$ cat config.mk
export PLATFORM = sky130hd
export DESIGN_NAME = maxpool_1_ctrl
export DESIGN_NICKNAME = d
export VERILOG_FILES = /design/src/rtl/maxpool_1_ctrl.sv
export SDC_FILE = /design/constraint.sdc
export NUM_CORES = 1
export LEC_CHECK = 0
export ABC_AREA = 1
export BUFFER_PORTS_ARGS = -buffer_cell sky130_fd_sc_hd__buf_2
export CORE_MARGIN = 1
export CORE_UTILIZATION = 32
export DETAILED_ROUTE_END_ITERATION = 8
export GPL_ROUTABILITY_DRIVEN = 1
export SLEW_MARGIN = 20
export SYNTH_ARGS = -nofsm -noshare
export SYNTH_HDL_FRONTEND = slang
export SYNTH_SLANG_ARGS = --single-unit
$ cat constraint.sdc
create_clock -name clk -period 6.35 [get_ports clk]
set_input_delay 0.9525 -clock clk [delete_from_list [all_inputs] [get_ports clk]]
set_output_delay 0.9525 -clock clk [all_outputs]
set_load 0.05 [all_outputs]
$ cat src/rtl/maxpool_1_ctrl.sv
// 2x2/stride-2 max-pool sequencer: scans a CH x IN_DIM x IN_DIM map one read per cycle
// and writes one signed window maximum per 2x2 window.
module maxpool_1_ctrl #(
  parameter int bitwidth = 16,
  parameter int CH       = 2,
  parameter int IN_DIM   = 28
) (
  input  logic                       clk,
  input  logic                       rst,
  input  logic                       start,
  output logic                       busy,
  output logic                       done,
  output logic                       rd_en,
  output logic [10:0]                rd_addr,
  input  logic signed [bitwidth-1:0] rd_data,
  output logic                       wr_en,
  output logic [8:0]                 wr_addr,
  output logic signed [bitwidth-1:0] wr_data
);
  localparam int OUT_DIM = IN_DIM / 2;
  localparam int CW      = (CH > 1) ? $clog2(CH) : 1;
  localparam int OW      = (OUT_DIM > 1) ? $clog2(OUT_DIM) : 1;
  localparam int LAST_W  = CH * OUT_DIM * OUT_DIM - 1;

  typedef enum logic [1:0] {IDLE, RUN, DRAIN} state_t;

  // Element tag of the read issued last cycle, consumed with its returning data.
  typedef struct packed {
    logic       vld;
    logic [1:0] q;
    logic [8:0] waddr;
  } tag_t;

  state_t                      state;
  logic [CW-1:0]               c, nc;
  logic [OW-1:0]               i, j, ni, nj;
  logic [1:0]                  q, nq;
  logic                        last, dcnt;
  tag_t                        tag;
  logic signed [bitwidth-1:0]  acc;

  function automatic logic [10:0] raddr(input int c_, input int i_, input int j_, input int q_);
    return 11'(c_*IN_DIM*IN_DIM + (2*i_ + q_/2)*IN_DIM + 2*j_ + q_%2);
  endfunction

  function automatic logic [8:0] waddr(input int c_, input int i_, input int j_);
    return 9'(c_*OUT_DIM*OUT_DIM + i_*OUT_DIM + j_);
  endfunction

  always_comb begin
    nc = c;
    ni = i;
    nj = j;
    nq = q + 2'd1;
    last = (c == CW'(CH-1)) && (i == OW'(OUT_DIM-1)) && (j == OW'(OUT_DIM-1)) && (q == 2'd3);
    if (q == 2'd3) begin
      if (j == OW'(OUT_DIM-1)) begin
        nj = '0;
        if (i == OW'(OUT_DIM-1)) begin
          ni = '0;
          nc = c + CW'(1);
        end else begin
          ni = i + OW'(1);
        end
      end else begin
        nj = j + OW'(1);
      end
    end
  end

  always_ff @(posedge clk) begin
    if (rst) begin
      state   <= IDLE;
      busy    <= 1'b0;
      done    <= 1'b0;
      rd_en   <= 1'b0;
      rd_addr <= '0;
      wr_en   <= 1'b0;
      wr_addr <= '0;
      wr_data <= '0;
      c       <= '0;
      i       <= '0;
      j       <= '0;
      q       <= '0;
      dcnt    <= 1'b0;
      tag     <= '0;
      acc     <= '0;
    end else begin
      done    <= 1'b0;
      wr_en   <= 1'b0;
      tag.vld   <= rd_en;
      tag.q     <= q;
      tag.waddr <= waddr(int'(c), int'(i), int'(j));

      if (tag.vld) begin
        case (tag.q)
          2'd0:    acc <= rd_data;
          2'd3: begin
            wr_en   <= 1'b1;
            wr_addr <= tag.waddr;
            wr_data <= (rd_data > acc) ? rd_data : acc;
            done    <= (tag.waddr == 9'(LAST_W));
          end
          default: if (rd_data > acc) acc <= rd_data;
        endcase
      end

      case (state)
        IDLE: if (start) begin
          state   <= RUN;
          busy    <= 1'b1;
          rd_en   <= 1'b1;
          rd_addr <= '0;
          c       <= '0;
          i       <= '0;
          j       <= '0;
          q       <= '0;
        end
        RUN: if (last) begin
          state <= DRAIN;
          rd_en <= 1'b0;
          dcnt  <= 1'b0;
        end else begin
          c       <= nc;
          i       <= ni;
          j       <= nj;
          q       <= nq;
          rd_addr <= raddr(int'(nc), int'(ni), int'(nj), int'(nq));
        end
        DRAIN: if (dcnt) begin
          state <= IDLE;
          busy  <= 1'b0;
        end else begin
          dcnt <= 1'b1;
        end
        default: state <= IDLE;
      endcase
    end
  end
endmodule

==> run metrics, run 1 <==
outcome finished clean; area of the multi-input gates 2830 sq um; Worst-Margin Slew a little under 1000 ps; hold endpoint done; Vias/cell approximately 4.7; CTS resizes 0; # Post-CTS Setup Buffers 0; grt ovf 0; CP required about 6600 ps; share of layout cells above drive strength 1 between 10% and 20%; Post-CTS Hold Buffers 0; via count ~4300; largest net degree at the start of global routing 55; final wirelength roughly 11000 microns; Setup CP Type register to register; Post-synth EDFFs 0; Hold WS ~420 ps; CTS tree yes; Pint a little under 0.0009 W; Post-synth top flop dfxtp_1; Clock Tree Buf Depth 2; Seq/Total Area, Yosys 32.1%; Post-Syn Instances about 700; Storage cell area around 1600 sq um; routability cong. just over 0.8; clock transition at the registers of the reported paths approximately 70 ps; R2R Setup Slk about 2000 ps; initial core utilization about 33%; count leader, synth nand2_1; Initial DRC Count approximately 230; Flop pwr share a little over two fifths; slowest stage delay, CP 510 ps; clk sinks 80; Synthesized Nets 779; delay-heaviest family, CP adder cells; placed inst area around 5400 sq um; CTS root buffer clkbuf_16; Ports 59; Syn. warnings 0; Buf/Inv on CP 4; worst hold path startpoint tag[5]; PortBufs 58; post-DP HPWL ~8000 microns; max cap viols 0; drt drc 0; Rel. slew slack between 30% and 40%; Mapped Area around 5000 sq um; ANT nets after route 0; setup tns final 0 ps; CTS Buf Count 9; CP cell instances ha_1 -> nand3_1 -> nor2_4 -> nand2_1 -> o22ai_1 -> inv_1 -> fa_1 -> inv_1 -> ha_1 -> inv_1 -> fa_1 -> nor3_1 -> a211oi_1 -> xor2_1 -> ha_1 -> ha_1 -> inv_1 -> nor2_1 -> nor3_1 -> nand3b_1 -> a21oi_1; hold path cells 1; core region area 15200 sq um; reg2reg start rd_addr[1]; die outline height 127 microns; first-pass GRT wire length between 15000 and 20000 microns; Final Hold Fails 0; distinct cell type count after synthesis 37; worst r2r path cells 21; WL/cell roughly 12 microns; largest cells by area after synthesis dfxtp_1, ha_1, nand2_1; Initial DRT Pass Iterations 7; switching share of power 28.0%; Die ar. around 16000 sq um; P_sw roughly 0.00034 W; number of antenna violations at the first check in global routing 0; fmax approximately 230 MHz; area share of the largest cell type after synthesis 32.1%; Ant. Diodes 0; Final setup viols 0; vias in the first global route about 4000; Yosys top cell by area dfxtp_1; type of destination of the critical path register; slowest CP cell fa_1; Seq cells post-synth 80; crit-path max FO 8; Critical Path AT approximately 4700 ps; Clk pwr share between 40% and 50%; PwrDens roughly 210 nW/um^2; area grow syn2layout 14.2%; Worst VDD drop 0.142 mV; gr usage total between 10 and 15%; RSZ-0062 raised after global routing false; async set-or-reset flop fraction in the synthesized netlist 0%; Worst Clk Skew 8.69 ps; top post-synthesis cells by count nand2_1, inv_1, a21oi_1; final net count between 800 and 900; H-tree Lvls 3; Comb power frac between 10% and 20%; crit path time final about 4400 ps; FILL cells between 1500 and 2000; period utilization ~69%; post-route cell area about 5700 sq um; Clock Latency Late Sink 340 ps; die width between 100 and 150 microns; RR Endpoint rd_addr[10]; Startpoint Class register; Syn Area/Cell roughly 7.2 sq um; Lkg Pwr 2.72 nW; class of the worst hold path register to register; fin. max-slew vios 0; row count between 40 and 50
-- placed cells by master (no fill, tap or decap), types with 11 or more instances in the layout --
cell,instances
nand2_1,137
nand3_1,29
fa_1,13
nor2_1,63
inv_1,118
o21ai_1,11
ha_1,49
buf_2,58
a21oi_1,81
dfxtp_1,80
nand4_1,18
o21ai_0,31
-- through the flow --
| stage | instances | setup WS (ps) | total power [W] | util, % |
|---|---|---|---|---|
| floorplan | 698 | 2400 | 0.000647 | - |
| global placement | 917 | 2070 | 0.000683 | 35.5 |
| detailed placement | 917 | 1940 | 0.000683 | 35.5 |
| CTS | 933 | 1920 | 0.00122 | 37.5 |
| global route | 933 | 1500 | 0.00126 | 37.5 |
| finish | 933 | 1940 | 0.00120 | 37.5 |
-- flip-flops by register name (all words and copies together), names as in the netlist, 2 cells and up --
register / cells
rd_addr: 11
wr_data: 16
tag: 12
j: 3
wr_addr: 9
acc: 16
state: 2
i: 4
-- how the worst max path moves through the flow --
stage                           from  depth (start not counted)           to  slack, ps
after floorplan           rd_addr[0]                         18   rd_addr[9]       2400
after global placement    rd_addr[1]                         18   rd_addr[9]       2070
after detailed placement  rd_addr[1]                         21  rd_addr[10]       1940
after CTS                 rd_addr[1]                         21  rd_addr[10]       1920
after global routing      rd_addr[0]                         21  rd_addr[10]       1500
final                     rd_addr[1]                         21  rd_addr[10]       1940
-- routing by layer --
metal	part of all wire [%]	wire length, microns	track usage, %	up-vias
li1	-	-	-	2321
met1	50	5590	19.6	1911
met2	44	4860	23.4	101
met3	4.9	541	3.29	10
met4	1.5	162	4.13	0
met5	0	0	0	-
-- power by group through the flow --
stage | logic, W | registers (W) | clock network (W)
after floorplan | 0.000112 | 0.000535 | 0
after global placement | 0.000153 | 0.000530 | 0
after detailed placement | 0.000154 | 0.000530 | 0
after CTS | 0.000155 | 0.000518 | 0.000552
after global routing | 0.000174 | 0.000520 | 0.000570
final | 0.000153 | 0.000518 | 0.000533
-- cells by family (layout without fill, tap and decap cells) --
| family | count (synthesis) | in the layout | synth area share [%] |
|---|---|---|---|
| AO/OA/AOI/OAI | 132 | 132 | 13.6 |
| buffers and inverters | 146 | 193 | 11.5 |
| XOR/XNOR | 8 | 8 | 1.40 |
| AND/OR/NAND/NOR | 270 | 270 | 23.9 |
| flip-flops | 80 | 80 | 32.1 |
| adder cells (fa/ha/maj) | 62 | 62 | 17.5 |
-- cell type report --
type	instances	area share, %
Tap cell	188	4.12
Inverter	118	7.76
Clock inverter	7	1.36
Timing Repair Buffer	59	5.22
Sequential cell	80	28.1
Multi-Input combinational cell	472	49.5
Clock buffer	9	3.95
Power figures use the tool's default switching activity.
==> run 2, diff against run 1 <==
- clock period: 6.35 -> 3.9 ns (I/O delays scaled with it)
==> run 2 against run 1 <==
Effect of this change:
- critical path depth increased by 1
- clock power up 54%
- utilization increased by 2.0 points
- combinational power up 66%
- sequential share of layout area fell by 1.4 points
- first-iteration DRC count down 3.5%
- sequential cell count stayed put
- via count increased by 2.1%
- setup slack worse by 1900 ps
- highest routed layer unchanged
==> run metrics, run 2 (synthesis gave the netlist of run 1 again) <==
outcome finished clean; clk sinks 80; via count approximately 4400; fmax roughly 260 MHz; most frequent cells in the layout nand2_1, inv_1, a21oi_1, dfxtp_1, nor2_1; final wirelength roughly 11000 microns; PortBufs 58; PwrDens about 320 nW/um^2; post-DP HPWL about 8200 microns; Ports between 50 and 60; CP required approximately 4200 ps; class of the worst hold path register to register; Final setup viols 0; H-tree Lvls 3; row count 45; CTS root buffer clkbuf_16; ANT nets after route 0; Rel. slew slack approximately 37%; Critical Path AT roughly 4000 ps; Setup CP Type register to register; Vias/cell between 4 and 5; Top Layer Used met4; die outline height between 100 and 150 microns; core region area about 15000 sq um; gr usage total roughly 15%; die width 127 microns; CTS Buf Count 9; wl on met1 5940 microns; first-pass GRT wire length around 19000 microns; Initial DRT Pass Iterations 5; Lkg Pwr approximately 2.8 nW; routability cong. between 0.8 and 0.9; FILL cells about 1600; largest net degree at the start of global routing 53; final net count around 850; Design Power approximately 0.0019 W; WL/cell 11.9 microns; Ant. Diodes 0; period utilization 97.6%; drt drc 0; max cap viols 0; grt ovf 0; biggest regs acc (16), wr_data (16), tag (12); commonest non-fill, non-tap cell in the layout nand2_1; crit path time final about 3800 ps; CTS tree yes; Die ar. approximately 16000 sq um; Worst-Margin Slew roughly 950 ps; slowest stage delay, CP around 520 ps; share of layout cells above drive strength 1 18.0%; Final Hold Fails 0; met3 WL 456 microns; DR WL met2 around 4900 microns; crit-path max FO 5; Initial DRC Count 220; Startpoint Class register; number of antenna violations at the first check in global routing 0; vias in the first global route between 4000 and 5000; fin. max-slew vios 0; Clock Tree Buf Depth 2; Worst VDD drop ~0.25 mV; RSZ-0062 raised after global routing true; Worst Clk Skew around 13 ps; initial core utilization between 30% and 40%; area grow syn2layout 20.4%; slowest CP cell fa_1; Post-CTS Hold Buffers 0; Hold WS approximately 410 ps; setup tns final 0 ps; clock transition at the registers of the reported paths 60 ps; Clock Latency Late Sink between 300 and 400 ps; type of destination of the critical path register; CP cell instances inv_2 -> ha_4 -> nand3_4 -> buf_6 -> nor2_4 -> nand2_2 -> o22ai_2 -> inv_1 -> fa_1 -> inv_2 -> ha_4 -> fa_1 -> ha_1 -> a21oi_1 -> nor2_1 -> nor2_1 -> nor2_2 -> nand3_2 -> nor2_2 -> nor3_1 -> nand3b_1 -> a21oi_1
-- run 2: per-stage QoR --
stage,setup WS (ps),instance area (sq um),instances,utilization [%]
floorplan,27.6,5000,698,-
global placement,87.1,5570,939,36.7
detailed placement,16.6,5570,939,36.7
CTS,5.38,5860,955,38.5
global route,-136,6020,960,39.6
finish,92.4,6020,960,39.6
-- run 2: what timing repair did --
| item | CTS | global route |
|---|---|---|
| buffers inserted | 0 | 5 |
| setup endpoints to repair | 0 | 5 |
| resized for setup | 0 | 30 |
-- run 2: worst paths after layout --
kind / to / from / cells past startpoint / slack (ps)
setup / recovery: rd_addr[10] / j[1] / 22 / 90
hold / removal: done / tag[5] / 1 / 410
setup reg to reg: rd_addr[10] / j[1] / 22 / 90
hold reg to reg: done / tag[5] / 1 / 410
-- run 2: layout make-up --
type / instances / area [sq um] / share of cell area (%)
multi-input cells: 472 / 2940 / 48.9
flip-flops and latches: 80 / 1600 / 26.7
repair buffers: 86 / 504 / 8.38
inverters: 118 / 443 / 7.36
well taps: 188 / 235 / 3.91
clock buffers: 9 / 225 / 3.74
clock inverters: 7 / 61.3 / 1.02
-- run 2: worst max-delay path: cells and delay by family, from the launching register on --
family | cells | cell delay (ps)
adder cells (fa/ha/maj) | 5 | 1650
AND/OR/NAND/NOR | 10 | 1100
AO/OA/AOI/OAI | 3 | 350
buffers and inverters | 4 | 340
flip-flops | 1 | 320
-- run 2: power breakdown --
part	switching [W]	internal [W]	total, W
combinational	0.000174	0.0000796	0.000254
sequential	0.0000108	0.000833	0.000844
clock	0.000378	0.000443	0.000821
-- run 2: routing by layer --
| layer | vias up | global-route usage [%] |
|---|---|---|
| li1 | 2376 | - |
| met1 | 1963 | 20.3 |
| met4 | 0 | 4.76 |
| met5 | - | 0 |
| met3 | 10 | 4.56 |
| met2 | 84 | 23.1 |
